## config.mk

```make
export PLATFORM = sky130hd
export DESIGN_NAME = ps2_key_decoder_flat
export DESIGN_NICKNAME = d
export VERILOG_FILES = /design/src/rtl/ps2_key_decoder_if.sv /design/src/rtl/ps2_key_decoder.sv /design/src/flat_wrapper.sv
export SDC_FILE = /design/constraint.sdc
export NUM_CORES = 1
export LEC_CHECK = 0
export CORE_ASPECT_RATIO = 1.2
export CORE_MARGIN = 8
export CORE_UTILIZATION = 52
export DETAILED_ROUTE_END_ITERATION = 12
export PLACE_DENSITY_LB_ADDON = 0.12
export SYNTH_ARGS = -nofsm -noshare
export SYNTH_HDL_FRONTEND = slang
export SYNTH_SLANG_ARGS = --single-unit
```

## constraint.sdc

```tcl
create_clock -name clk -period 2.3 [get_ports clk]
set_clock_uncertainty 0.05 [all_clocks]
set_input_delay 0.46 -clock clk [delete_from_list [all_inputs] [get_ports clk]]
set_output_delay 0.46 -clock clk [all_outputs]
set_load 0.005 [all_outputs]
```

## src/rtl/ps2_key_decoder_if.sv

```systemverilog
`default_nettype none
`timescale 1ns/1ps
// ============================================================================
//  Module   : ps2_key_decoder_if
//  Brief    : Byte-strobe input and held-key output bundle of ps2_key_decoder.
//  Revision : 1.0 - initial release
// ============================================================================
interface ps2_key_decoder_if;
    logic [7:0] rx_data;
    logic       rx_valid;
    logic       rx_error;
    logic       key_space;
    logic       key_left;
    logic       key_right;
    logic       key_event;

    // master drives the received bytes, slave (the decoder) drives the keys
    modport master (
        output rx_data, rx_valid, rx_error,
        input  key_space, key_left, key_right, key_event
    );

    modport slave (
        input  rx_data, rx_valid, rx_error,
        output key_space, key_left, key_right, key_event
    );
endinterface
`default_nettype wire

```

## src/rtl/ps2_key_decoder.sv

```systemverilog
`default_nettype none
`timescale 1ns/1ps
// ============================================================================
//  Module   : ps2_key_decoder
//  Brief    : PS/2 scan-code stream to held space/left/right key levels.
//  Revision : 1.0 - initial release
// ============================================================================
module ps2_key_decoder #(
    parameter int TIMEOUT_CYCLES = 40000,
    parameter int PAUSE_LEN      = 7
) (
    input  logic               clk,
    input  logic               rst,
    ps2_key_decoder_if.slave   bus
);

    localparam int c_TW = $clog2(TIMEOUT_CYCLES + 1);
    localparam int c_SW = $clog2(PAUSE_LEN + 1);

    localparam logic [c_TW-1:0] c_TMO_LAST  = c_TW'(TIMEOUT_CYCLES - 1);
    localparam logic [c_SW-1:0] c_SKIP_LOAD = c_SW'(PAUSE_LEN);

    localparam logic [2:0] c_S_IDLE    = 3'd0;
    localparam logic [2:0] c_S_EXT     = 3'd1;
    localparam logic [2:0] c_S_BRK     = 3'd2;
    localparam logic [2:0] c_S_EXT_BRK = 3'd3;
    localparam logic [2:0] c_S_SKIP    = 3'd4;

    localparam logic c_DIR_LEFT  = 1'b0;
    localparam logic c_DIR_RIGHT = 1'b1;

    localparam logic [7:0] c_B_EXT   = 8'hE0;
    localparam logic [7:0] c_B_BRK   = 8'hF0;
    localparam logic [7:0] c_B_PAUSE = 8'hE1;

    logic [2:0]      r_state;
    logic [c_TW-1:0] r_tmo;
    logic [c_SW-1:0] r_skip;
    logic            r_sp;
    logic            r_la;
    logic            r_lk;
    logic            r_ra;
    logic            r_rk;
    logic            r_last_dir;
    logic            r_key_space;
    logic            r_key_left;
    logic            r_key_right;
    logic            r_key_event;

    logic [2:0]      w_state_nxt;
    logic [c_TW-1:0] w_tmo_nxt;
    logic [c_SW-1:0] w_skip_nxt;
    logic            w_make;
    logic            w_brk;
    logic            w_ext;
    logic            w_prefix;
    logic            w_housekeeping;
    logic            w_sp_nxt;
    logic            w_la_nxt;
    logic            w_lk_nxt;
    logic            w_ra_nxt;
    logic            w_rk_nxt;
    logic            w_dir_nxt;
    logic            w_left_raw;
    logic            w_right_raw;
    logic            w_key_space_nxt;
    logic            w_key_left_nxt;
    logic            w_key_right_nxt;
    logic            w_change;

    assign w_prefix       = (bus.rx_data == c_B_EXT) || (bus.rx_data == c_B_BRK);
    assign w_housekeeping = bus.rx_data inside {8'hAA, 8'hFA, 8'hFE, 8'hEE, 8'h00, 8'hFF};

    // Sequence tracking; rx_error outranks a coincident byte
    always_comb begin
        w_state_nxt = r_state;
        w_tmo_nxt   = r_tmo;
        w_skip_nxt  = r_skip;
        w_make      = 1'b0;
        w_brk       = 1'b0;
        w_ext       = 1'b0;
        if (bus.rx_error) begin
            w_state_nxt = c_S_IDLE;
            w_tmo_nxt   = '0;
            w_skip_nxt  = '0;
        end else if (bus.rx_valid) begin
            w_tmo_nxt = '0;
            case (r_state)
                c_S_IDLE: begin
                    if (bus.rx_data == c_B_EXT) begin
                        w_state_nxt = c_S_EXT;
                    end else if (bus.rx_data == c_B_BRK) begin
                        w_state_nxt = c_S_BRK;
                    end else if (bus.rx_data == c_B_PAUSE) begin
                        w_state_nxt = c_S_SKIP;
                        w_skip_nxt  = c_SKIP_LOAD;
                    end else if (!w_housekeeping) begin
                        w_make = 1'b1;
                    end
                end
                c_S_EXT: begin
                    if (bus.rx_data == c_B_BRK) begin
                        w_state_nxt = c_S_EXT_BRK;
                    end else if (bus.rx_data != c_B_EXT) begin
                        w_state_nxt = c_S_IDLE;
                        w_make      = 1'b1;
                        w_ext       = 1'b1;
                    end
                end
                c_S_BRK: begin
                    w_state_nxt = c_S_IDLE;
                    w_brk       = !w_prefix;
                end
                c_S_EXT_BRK: begin
                    w_state_nxt = c_S_IDLE;
                    w_brk       = !w_prefix;
                    w_ext       = 1'b1;
                end
                c_S_SKIP: begin
                    if (r_skip <= c_SW'(1)) begin
                        w_state_nxt = c_S_IDLE;
                        w_skip_nxt  = '0;
                    end else begin
                        w_skip_nxt = r_skip - c_SW'(1);
                    end
                end
                default: w_state_nxt = c_S_IDLE;
            endcase
        end else if (r_state != c_S_IDLE) begin
            if (r_tmo >= c_TMO_LAST) begin
                w_state_nxt = c_S_IDLE;
                w_tmo_nxt   = '0;
                w_skip_nxt  = '0;
            end else begin
                w_tmo_nxt = r_tmo + c_TW'(1);
            end
        end else begin
            w_tmo_nxt = '0;
        end
    end

    always_comb begin
        w_sp_nxt  = r_sp;
        w_la_nxt  = r_la;
        w_lk_nxt  = r_lk;
        w_ra_nxt  = r_ra;
        w_rk_nxt  = r_rk;
        w_dir_nxt = r_last_dir;
        if (w_make) begin
            case ({w_ext, bus.rx_data})
                {1'b0, 8'h29}: w_sp_nxt = 1'b1;
                {1'b0, 8'h1C}: begin w_lk_nxt = 1'b1; w_dir_nxt = c_DIR_LEFT;  end
                {1'b0, 8'h23}: begin w_rk_nxt = 1'b1; w_dir_nxt = c_DIR_RIGHT; end
                {1'b1, 8'h6B}: begin w_la_nxt = 1'b1; w_dir_nxt = c_DIR_LEFT;  end
                {1'b1, 8'h74}: begin w_ra_nxt = 1'b1; w_dir_nxt = c_DIR_RIGHT; end
                default: ;
            endcase
        end else if (w_brk) begin
            case ({w_ext, bus.rx_data})
                {1'b0, 8'h29}: w_sp_nxt = 1'b0;
                {1'b0, 8'h1C}: w_lk_nxt = 1'b0;
                {1'b0, 8'h23}: w_rk_nxt = 1'b0;
                {1'b1, 8'h6B}: w_la_nxt = 1'b0;
                {1'b1, 8'h74}: w_ra_nxt = 1'b0;
                default: ;
            endcase
        end
    end

    // Outputs are derived from next-state raw levels so they land one cycle after the strobe
    assign w_left_raw      = w_la_nxt | w_lk_nxt;
    assign w_right_raw     = w_ra_nxt | w_rk_nxt;
    assign w_key_space_nxt = w_sp_nxt;
    assign w_key_left_nxt  = w_left_raw  & (!w_right_raw || (w_dir_nxt == c_DIR_LEFT));
    assign w_key_right_nxt = w_right_raw & (!w_left_raw  || (w_dir_nxt == c_DIR_RIGHT));
    assign w_change        = (w_key_space_nxt != r_key_space) ||
                             (w_key_left_nxt  != r_key_left)  ||
                             (w_key_right_nxt != r_key_right);

    always_ff @(posedge clk or negedge rst) begin
        if (!rst) begin
            r_state     <= c_S_IDLE;
            r_tmo       <= '0;
            r_skip      <= '0;
            r_sp        <= 1'b0;
            r_la        <= 1'b0;
            r_lk        <= 1'b0;
            r_ra        <= 1'b0;
            r_rk        <= 1'b0;
            r_last_dir  <= c_DIR_LEFT;
            r_key_space <= 1'b0;
            r_key_left  <= 1'b0;
            r_key_right <= 1'b0;
            r_key_event <= 1'b0;
        end else begin
            r_state     <= w_state_nxt;
            r_tmo       <= w_tmo_nxt;
            r_skip      <= w_skip_nxt;
            r_sp        <= w_sp_nxt;
            r_la        <= w_la_nxt;
            r_lk        <= w_lk_nxt;
            r_ra        <= w_ra_nxt;
            r_rk        <= w_rk_nxt;
            r_last_dir  <= w_dir_nxt;
            r_key_space <= w_key_space_nxt;
            r_key_left  <= w_key_left_nxt;
            r_key_right <= w_key_right_nxt;
            r_key_event <= w_change;
        end
    end

    assign bus.key_space = r_key_space;
    assign bus.key_left  = r_key_left;
    assign bus.key_right = r_key_right;
    assign bus.key_event = r_key_event;

endmodule
`default_nettype wire

```

## src/flat_wrapper.sv

```systemverilog
// flat-port wrapper written by rule: the top's interface ports become plain ports
module ps2_key_decoder_flat 
#(
    parameter int TIMEOUT_CYCLES = 40000,
    parameter int PAUSE_LEN      = 7
)
  (clk, rst, bus_rx_data, bus_rx_valid, bus_rx_error, bus_key_space, bus_key_left, bus_key_right, bus_key_event);
  ps2_key_decoder_if bus_i ();
  input  logic clk;
  input  logic rst;
  input wire logic [$bits(bus_i.rx_data)-1:0] bus_rx_data;
  input wire logic [$bits(bus_i.rx_valid)-1:0] bus_rx_valid;
  input wire logic [$bits(bus_i.rx_error)-1:0] bus_rx_error;
  output wire logic [$bits(bus_i.key_space)-1:0] bus_key_space;
  output wire logic [$bits(bus_i.key_left)-1:0] bus_key_left;
  output wire logic [$bits(bus_i.key_right)-1:0] bus_key_right;
  output wire logic [$bits(bus_i.key_event)-1:0] bus_key_event;
  assign bus_i.rx_data = bus_rx_data;
  assign bus_i.rx_valid = bus_rx_valid;
  assign bus_i.rx_error = bus_rx_error;
  assign bus_key_space = bus_i.key_space;
  assign bus_key_left = bus_i.key_left;
  assign bus_key_right = bus_i.key_right;
  assign bus_key_event = bus_i.key_event;
  ps2_key_decoder #(.TIMEOUT_CYCLES(TIMEOUT_CYCLES), .PAUSE_LEN(PAUSE_LEN)) u_core (.clk(clk), .rst(rst), .bus(bus_i));
endmodule
```

; Yosys cells after proc, flatten, opt, wreduce, memory -nomap -nowiden
; Cells that the tools add are included.
[op_classes]
mux = 59
n_eq_ne = 28
add_sub_neg = 2
magnitude_cmp = 2
reduce_logical = 19
bitwise = 5
[op_table]
columns = operator, n
row1 = "8-bit == test, second input constant", 8
row2 = 16-bit 2-to-1 mux, 4
row3 = 3-bit 2-to-1 mux, 16
row4 = 1-bit 2-to-1 mux, 34
row5 = "9-bit by 6-bit == test with 1-bit output, second input constant", 2
row6 = "9-bit == test, second input constant", 2
row7 = "16-bit by 1-bit adder with 16-bit output, second input constant", 1
row8 = "16-bit greater-or-equal comparator, second input constant", 1
row9 = "9-bit by 5-bit == test with 1-bit output, second input constant", 1
row10 = 3-bit one-hot mux with 3 select lines, 1
row11 = 3-bit nonzero test, 3
row12 = 8-bit logical NOT, 1
row13 = "4-bit by 3-bit != test with 1-bit output, second input constant", 2
row14 = "4-bit != test, second input constant", 2
row15 = "8-bit != test, second input constant", 1
row16 = "3-bit by 2-bit == test with 1-bit output, second input constant", 2
row17 = "6-bit by 3-bit != test with 1-bit output, second input constant", 1
row18 = 1-bit one-hot mux with 2 select lines, 3
row19 = 3-bit one-hot mux with 2 select lines, 1
row20 = 6-bit AND reduction, 1
row21 = 6-bit nonzero test, 1
row22 = 2-bit OR reduction, 3
row23 = 1-bit logical OR, 5
row24 = "5-bit by 3-bit != test with 1-bit output, second input constant", 1
row25 = 12 further kinds, 18
[word_totals]
wordCells = 127
out_inout_bits = 4
in_bits = 12
register_bits = 31

; Logic depth before layout (Yosys ltp)
; Gate-level depths: netlist of the first run.
[logic_depth]
ltp_word = 17
mapped_depth = 9
mapped_depth_nobuf = 8

; Worst setup path after synthesis of the first run
; Ideal clock, no wire load.
[synth_timing]
path_type = input-to-reg
from = input port bus_rx_data[4]
to = register u_core.r_key_event, in the netlist u_core.bus.key_event
required_time_ns = 2.118
path_slack_ns = -0.044
setup_ns = 0.132
path_stages = 9
n_path_buf = 2
t_arrival_ns = 2.162
cell_sequence = buf_6 -> xor2_1 -> or4_1 -> nand4_1 -> and2_4 -> buf_6 -> o311ai_4 -> a2111oi_2 -> o31ai_1
[synth_between]
elab_chain_cells = 17
elab_cells_between_ends = 71
classes_between = 17 x eq/ne / 37 x mux / 5 x bitwise / 12 x reduce/logical
[synth_lines]
columns = item, line_no
row1 = "start, declared", flat_wrapper.sv:11  ; input wire logic [$bits(bus_i.rx_data)-1:0] bus_rx_data;
row2 = 8-bit != test (tied with other cells), ps2_key_decoder.sv:104  ; end else if (bus.rx_data != c_B_EXT) begin
row3 = 1-bit 2-to-1 mux or 6-bit nonzero test (tied branches), "ps2_key_decoder.sv:104, ps2_key_decoder.sv:72"
row4 = 1-bit 2-to-1 mux (on tied branches), "ps2_key_decoder.sv:102, ps2_key_decoder.sv:97"
row5 = 1-bit one-hot mux with 2 select lines or 1-bit 2-to-1 mux (tied branches), "ps2_key_decoder.sv:88, ps2_key_decoder.sv:94"
row6 = 1-bit 2-to-1 mux (on tied branches), "ps2_key_decoder.sv:86, ps2_key_decoder.sv:92"
row7 = 1-bit 2-to-1 mux (on tied branches), "ps2_key_decoder.sv:82, ps2_key_decoder.sv:90"
row8 = 9-bit == test (tied with other cells), "ps2_key_decoder.sv:150, ps2_key_decoder.sv:159"
row9 = 1-bit 2-to-1 mux (on tied branches), "ps2_key_decoder.sv:159, ps2_key_decoder.sv:86"
row10 = [2 not listed], -
row11 = 1-bit OR, ps2_key_decoder.sv:172  ; assign w_right_raw = w_ra_nxt | w_rk_nxt;
row12 = 1-bit logical NOT, ps2_key_decoder.sv:174  ; assign w_key_left_nxt = w_left_raw & (!w_right_raw || (w_dir_nxt == c_DIR_LEFT));
row13 = 1-bit logical OR, ps2_key_decoder.sv:174
row14 = 1-bit bitwise AND, ps2_key_decoder.sv:174
row15 = 1-bit != test, ps2_key_decoder.sv:177  ; (w_key_left_nxt != r_key_left) ||
row16 = 1-bit logical OR, ps2_key_decoder.sv:176  ; assign w_change = (w_key_space_nxt != r_key_space) ||
row17 = 1-bit logical OR (*), ps2_key_decoder.sv:177
row18 = via u_core.w_change, ps2_key_decoder.sv:69  ; logic w_change;
row19 = "end signal, assigned", ps2_key_decoder.sv:208  ; r_key_event <= w_change;
row20 = "end, declared", ps2_key_decoder.sv:48  ; logic r_key_event;
; The timed path passes the listed nets; every way through them passes the cells marked *.
; A chain may end at the register's enable or synchronous reset.

; Final worst setup path of the first run
[layout_timing]
from = register u_core.r_state[2]
to = register u_core.r_key_event, in the netlist u_core.bus.key_event
[layout_between]
elab_chain_cells = 15
elab_cells_between_ends = 57
classes_between = 11 x eq/ne / 31 x mux / 5 x bitwise / 10 x reduce/logical
[layout_lines]
columns = item, line_no
row1 = "start, declared", ps2_key_decoder.sv:36  ; logic [2:0] r_state;
row2 = "start signal, assigned", ps2_key_decoder.sv:182  ; r_state <= c_S_IDLE;
row3 = "start signal, assigned", ps2_key_decoder.sv:196  ; r_state <= w_state_nxt;
row4 = 3-bit by 2-bit == test with 1-bit output or 3-bit by 1-bit == test with 1-bit output (tied branches), ps2_key_decoder.sv:88  ; case (r_state)
row5 = 1-bit one-hot mux with 2 select lines, ps2_key_decoder.sv:88
row6 = 1-bit 2-to-1 mux, ps2_key_decoder.sv:86  ; end else if (bus.rx_valid) begin
row7 = 1-bit 2-to-1 mux, ps2_key_decoder.sv:82  ; if (bus.rx_error) begin
row8 = 9-bit == test or 9-bit by 6-bit == test with 1-bit output (tied branches), "ps2_key_decoder.sv:150, ps2_key_decoder.sv:159"
row9 = 1-bit 2-to-1 mux, ps2_key_decoder.sv:159  ; case ({w_ext, bus.rx_data})
row10 = 1-bit 2-to-1 mux, ps2_key_decoder.sv:158  ; end else if (w_brk) begin
row11 = 1-bit 2-to-1 mux, ps2_key_decoder.sv:149  ; if (w_make) begin
row12 = 1-bit OR, ps2_key_decoder.sv:172
row13 = 1-bit logical NOT, ps2_key_decoder.sv:174
row14 = 1-bit logical OR, ps2_key_decoder.sv:174
row15 = 1-bit bitwise AND, ps2_key_decoder.sv:174
row16 = 1-bit != test, ps2_key_decoder.sv:177
row17 = 1-bit logical OR, ps2_key_decoder.sv:176
row18 = 1-bit logical OR (*), ps2_key_decoder.sv:177
row19 = via u_core.w_change, ps2_key_decoder.sv:69
; Marks and branches as above.

==> flow_metrics.env, run 1 <==
export IMPL_outcome="finished, final reports clean"
export IMPL_worstPathRequired_ns=2.44
export IMPL_power_mw=1.284
export IMPL_rows=24
export IMPL_vias_per_cell=5.884
export IMPL_largest_reg_flops=16
export IMPL_diodes=0
export IMPL_place_ws_ns=-0.5567
export IMPL_hold_ws_ns=0.4350
export IMPL_nets=268
export IMPL_wl_met3_um=176
export IMPL_yosys_area_share_simple_pct=29.01
export IMPL_synth_top_family_by_area="simple AND/OR/NAND/NOR gates"
export IMPL_post_route_period_util_pct=95.64
export IMPL_root_buffer="clkbuf_8"
export IMPL_crit_arrival_ns=2.34
export IMPL_avgSynthCellArea_sq_um=9.356
export IMPL_drive_above_1_share_pct=26.48
export IMPL_grt_usage_pct=16.71
export IMPL_synth_mux_area_fraction_pct=0
export IMPL_ir_worst_vdd_v=0.0003981
export IMPL_leakagePower_nw=1.031
export IMPL_grt_pass1_wl_um=7748
export IMPL_regMostFlops="u_core.r_tmo"
export IMPL_fmax_mhz=454.6
export IMPL_synth_compound_area_share_pct=18.16
export IMPL_clk_pin_slew_ns=0.07
export IMPL_synth_top_flop_cell="dfrtp_1"
export IMPL_hp_class="reg2reg"
export IMPL_worst_slew_pin_slew_ns=0.4801
export IMPL_powerDensity_nw_per_um2=526.4
export IMPL_io_pin_count=16
export IMPL_drc=0
export IMPL_num_vias=1718
export IMPL_cts_sinks=31
export IMPL_finalSetupViolations=0
export IMPL_path_class="reg2reg"
export IMPL_synth_xor_area_share_pct=6.520
export IMPL_layout_setup_ws_ns=0.1004
export IMPL_first_pass_iters=4
export IMPL_core_sq_um=3543
export IMPL_synthArstFlopShare_pct=100.0
export IMPL_antenna_found_initial=0
export IMPL_grt_setup_unrepaired="true"
export IMPL_clk_latency_ns=0.27
export IMPL_grt_pass1_vias=1820
export IMPL_final_hold_violation_count=0
export IMPL_clock_path_buffers=2
export IMPL_synth_adder_area_share_pct=1.996
export IMPL_critical_path_top_delay_family="simple AND/OR/NAND/NOR gates"
export IMPL_worst_path_buf_inv=0
export IMPL_drv_slew=0
export IMPL_drt_met1_wl_um=1822
export IMPL_wire_per_inst_um=15.33
export IMPL_maxCapViolCount=0
export IMPL_multi_input_area_sq_um=1101
export IMPL_antenna_left=0
export IMPL_synth_seq_area_share_pct=41.25
export IMPL_synth_area_sq_um=1881
export IMPL_reg_top3="u_core.r_tmo (16), u_core.r_skip (3), u_core.r_state (3)"
export IMPL_slowest_delay_ns=0.43
export IMPL_start_util_pct=53.07
export IMPL_port_buffers=15
export IMPL_finalWeightedCongestion=0.8446
export IMPL_dr_max_layer_used="met4"
export IMPL_die_area_sq_um=5805
export IMPL_post_route_min_period_ns=2.200
export IMPL_cts_htree_levels=2
export IMPL_die_w_um=70.90
export IMPL_yosysWarnings=0
export IMPL_stdcell_area_sq_um=2439
export IMPL_grt_remaining_overflow=0
export IMPL_initialDrtViolationCount=74
export IMPL_dpl_cell_area_sq_um=2280
export IMPL_syn_to_final_growth_pct=29.67
export IMPL_critical_path_slowest_cell="dfrtp_1"
export IMPL_worstPathCellList="and4bb_1, nand3b_1, or3_4, and2_4, o311ai_4, a2111oi_2, o31ai_1"
export IMPL_yosysUniqueCellTypes=52
export IMPL_grt_max_degree=32
export IMPL_synth_edf_count=0
export IMPL_seq_area_sq_um=777.0
export IMPL_hpwl_um=3302
export IMPL_die_y_um=81.88
export IMPL_start_kind="register"
export IMPL_maxSlewHeadroom_pct=67.99
export IMPL_postRouteWirelength_um=4475
export IMPL_cts_made_buffers=5
export IMPL_num_fill_cells=289
export IMPL_worstPathMaxFanout=4
export IMPL_wl_met2_um=2356
export IMPL_endpoint_kind="register"
export IMPL_synth_fp_nets=216
export IMPL_synthCells=201
export IMPL_cts_tree="yes"
export IMPL_ys_ff_latch=31
## power breakdown
group          switching, mW  leakage, nW  internal (mW)
logic                  0.105        0.553          0.101
clock network          0.188       0.0513          0.317
registers             0.0118        0.427          0.561
total                  0.305         1.03          0.979
## metrics by stage
stage	setup TNS, ns	util, %	cells
global placement	-2.552	64.34	281
floorplan	0	-	201
finish	0	68.82	292
CTS	0	68.19	290
global route	-0.01523	68.82	292
detailed placement	-3.083	64.34	281
## logic make-up after synthesis
kind of cell | Yosys count
flip-flops | 31
adder cells (fa/ha/maj) | 3
XOR/XNOR | 14
buffers and inverters | 11
AND/OR/NAND/NOR | 99
AO/OA/AOI/OAI | 43
## worst paths after layout
path / from / to / slack [ns] / cells past startpoint
min: u_core.r_tmo[0] / u_core.r_tmo[0] / 0.44 / 1
min reg2reg: u_core.r_tmo[0] / u_core.r_tmo[0] / 0.44 / 1
max: u_core.r_state[2] / u_core.bus.key_event / 0.10 / 7
max reg2reg: u_core.r_state[2] / u_core.bus.key_event / 0.10 / 7
max in group asynchronous: rst / u_core.r_state[1] / 1.38 / 2
min in group asynchronous: rst / u_core.r_state[1] / 0.52 / 2
## area by class of cell
class | instances | share of cell area (%)
clock buffer | 6 | 2.976
clock inverter | 1 | 1.231
inverter | 7 | 1.077
multi-input combinational | 159 | 45.15
sequential | 31 | 31.86
tap | 39 | 2.001
timing repair buffer | 49 | 15.70
## cells in the final DEF, fill, tap and decap left out, drive strengths merged, types with 3 or more instances in the layout
master and count:
buf 36, nor2 33, dfrtp 31, o21ai 15, nand2 14, nand3 11, xor2 10, clkbuf 10
inv 7, nand4 7, nor2b 6, a31oi 5, clkdlybuf4s50 5, o31ai 5, and3 4, xnor2 4
and2 4, ha 3, nor3 3, clkdlybuf4s15 3, nor4b 3
## layer usage
| metal | global-route usage (%) | up-vias |
|---|---|---|
| met2 | 32.03 | 33 |
| met3 | 4.151 | 15 |
| met5 | 0 | - |
| li1 | - | 840 |
| met1 | 16.76 | 830 |
| met4 | 7.708 | 0 |
## synth_stat cells (5+ instances only)
master,number,area [sq um]
nor2_1,33,123.9
nand4_1,7,43.79
a31oi_1,5,31.28
nand3_1,11,55.05
dfrtp_1,31,775.7
inv_1,7,26.28
xor2_1,10,87.58
nand2_1,14,52.55
nor2b_1,6,37.54
o21ai_0,12,60.06
## what timing repair did
action	in CTS	in global routing
pin swaps	11	12
endpoints found under the setup margin	7	2
gates resized for setup	23	18
hold buffers	0	0
buffers inserted	2	2
Note: power is estimated with default switching activity, not from simulation.
==> run 2, diff against run 1 <==
--- a/config.mk
+++ b/config.mk
@@ -7,7 +7,7 @@
 export LEC_CHECK = 0
 export CORE_ASPECT_RATIO = 1.2
 export CORE_MARGIN = 8
-export CORE_UTILIZATION = 52
+export CORE_UTILIZATION = 50
 export DETAILED_ROUTE_END_ITERATION = 12
 export PLACE_DENSITY_LB_ADDON = 0.12
 export SYNTH_ARGS = -nofsm -noshare
==> flow_metrics.env, run 2 (same netlist as run 1, synthesis figures left out) <==
export IMPL_drc=0
export IMPL_cts_made_buffers=5
export IMPL_first_pass_iters=4
export IMPL_reg_top3="u_core.r_tmo (16), u_core.r_skip (3), u_core.r_state (3)"
export IMPL_root_buffer="clkbuf_8"
export IMPL_path_class="in2reg"
export IMPL_place_ws_ns=-0.7381
export IMPL_wire_per_inst_um=14.75
export IMPL_core_sq_um=3633
export IMPL_maxCapViolCount=0
export IMPL_grt_pass1_vias=1806
export IMPL_cts_sinks=31
export IMPL_violations="setup timing"
export IMPL_syn_to_final_growth_pct=35.66
export IMPL_worstPathCellList="clkdlybuf4s15_1, nand4b_1, o31ai_4, nand4_1, buf_4, a22o_2, a2bb2oi_4, a2111oi_2, o31ai_1"
export IMPL_worstPathMaxFanout=5
export IMPL_start_util_pct=51.76
export IMPL_post_route_period_util_pct=100.8
export IMPL_antenna_left=0
export IMPL_post_route_min_period_ns=2.318
export IMPL_die_w_um=71.99
export IMPL_vias_per_cell=5.503
export IMPL_grt_pass1_wl_um=8142
export IMPL_num_vias=1728
export IMPL_worst_slew_pin_slew_ns=0.3930
export IMPL_critical_path_top_delay_family="compound AO/OA/AOI/OAI gates"
export IMPL_grt_max_degree=32
export IMPL_antenna_found_initial=0
export IMPL_outcome="finished with violations"
export IMPL_worstPathRequired_ns=2.44
export IMPL_maxSlewHeadroom_pct=73.80
export IMPL_nets=276
export IMPL_postRouteWirelength_um=4633
export IMPL_hpwl_um=3567
export IMPL_fmax_mhz=431.4
export IMPL_ir_worst_vdd_v=0.0004518
export IMPL_drv_slew=0
export IMPL_rows=24
export IMPL_final_hold_violation_count=0
export IMPL_diodes=0
export IMPL_die_area_sq_um=5988
export IMPL_final_common_cell="buf_4"
export IMPL_power_mw=1.261
export IMPL_layout_setup_ws_ns=-0.01806
export IMPL_leakagePower_nw=1.092
export IMPL_worst_path_buf_inv=2
export IMPL_cts_htree_levels=2
export IMPL_grt_setup_unrepaired="true"
export IMPL_grt_remaining_overflow=0
export IMPL_endpoint_kind="register"
export IMPL_largest_reg_flops=16
export IMPL_initialDrtViolationCount=100
export IMPL_start_kind="primary input"
export IMPL_num_fill_cells=282
export IMPL_crit_arrival_ns=2.45
export IMPL_seq_area_sq_um=775.7
export IMPL_hp_class="reg2reg"
export IMPL_critical_path_slowest_cell="o31ai_4"
export IMPL_clk_latency_ns=0.28
export IMPL_io_pin_count=16
export IMPL_regMostFlops="u_core.r_tmo"
export IMPL_finalWeightedCongestion=0.8763
export IMPL_finalSetupViolations=1
export IMPL_clock_path_buffers=2
export IMPL_clk_pin_slew_ns=0.07
export IMPL_grt_usage_pct=16.76
export IMPL_multi_input_area_sq_um=1127
export IMPL_drive_above_1_share_pct=28.24
export IMPL_port_buffers=15
export IMPL_slowest_delay_ns=0.34
export IMPL_powerDensity_nw_per_um2=494.3
export IMPL_die_y_um=83.18
export IMPL_cts_tree="yes"
export IMPL_final_cell_mix="40 x buf_4, 33 x nor2_1, 31 x dfrtp_1"
-- run 2: cell types whose count changed in the layout (fill, tap and decap cells not counted), sizes merged --
| cell | before | now |
|---|---|---|
| buf | 36 | 45 |
| bufinv | 1 | 0 |
| clkinvlp | 0 | 1 |
| clkbuf | 10 | 7 |
| dlygate4sd2 | 1 | 4 |
-- run 2: layout make-up --
| type | count | share of cell area [%] |
|---|---|---|
| repair buffers | 57 | 17.75 |
| inverters | 7 | 1.030 |
| well taps | 52 | 2.550 |
| flip-flops and latches | 31 | 30.41 |
| clock inverters | 1 | 0.2943 |
| clock buffers | 7 | 3.776 |
| multi-input cells | 159 | 44.19 |
-- run 2: final timing paths --
kind,depth (start not counted),start,slack (ns),end
max,9,bus_rx_data[3],-0.02,u_core.bus.key_event
min,1,u_core.r_tmo[0],0.44,u_core.r_tmo[0]
max reg2reg,9,u_core.r_state[2],0.04,u_core.bus.key_event
min reg2reg,1,u_core.r_tmo[0],0.44,u_core.r_tmo[0]
max in group asynchronous,2,rst,1.38,u_core.r_tmo[9]
min in group asynchronous,2,rst,0.53,u_core.r_tmo[13]
-- run 2: layer usage --
metal  GRT usage, %  part of all wire, %
met1          17.50                   41
met2          31.64                   55
met3          3.846                  3.2
met4          4.842                  1.0
met5              0                    0
-- run 2: power breakdown --
group          internal (mW)  leakage, nW  total (mW)  switching [mW]
logic                  0.111        0.613       0.220           0.109
clock network          0.272       0.0505       0.469           0.197
registers              0.561        0.428       0.572          0.0112
-- run 2: through the flow --
step | cells | TNS (ns) | instance area (sq um) | hold WS, ns | util (%)
3_3_place_gp | 298 | -2.937 | 2326 | 0.4147 | 64.02
6_report | 314 | -0.01806 | 2551 | 0.4399 | 70.21
3_5_place_dp | 298 | -4.262 | 2326 | 0.4272 | 64.02
4_1_cts | 313 | -0.01412 | 2514 | 0.4399 | 69.18
5_1_grt | 314 | -0.08631 | 2551 | 0.4638 | 70.21
2_1_floorplan | 201 | 0 | 1887 | 0.1144 | -
-- run 2: timing repair --
action                     CTS  global route
pin swaps                   18             8
hold buffers                 0             0
setup buffers                7             1
setup endpoints to repair    7            10
resized for setup           33             5
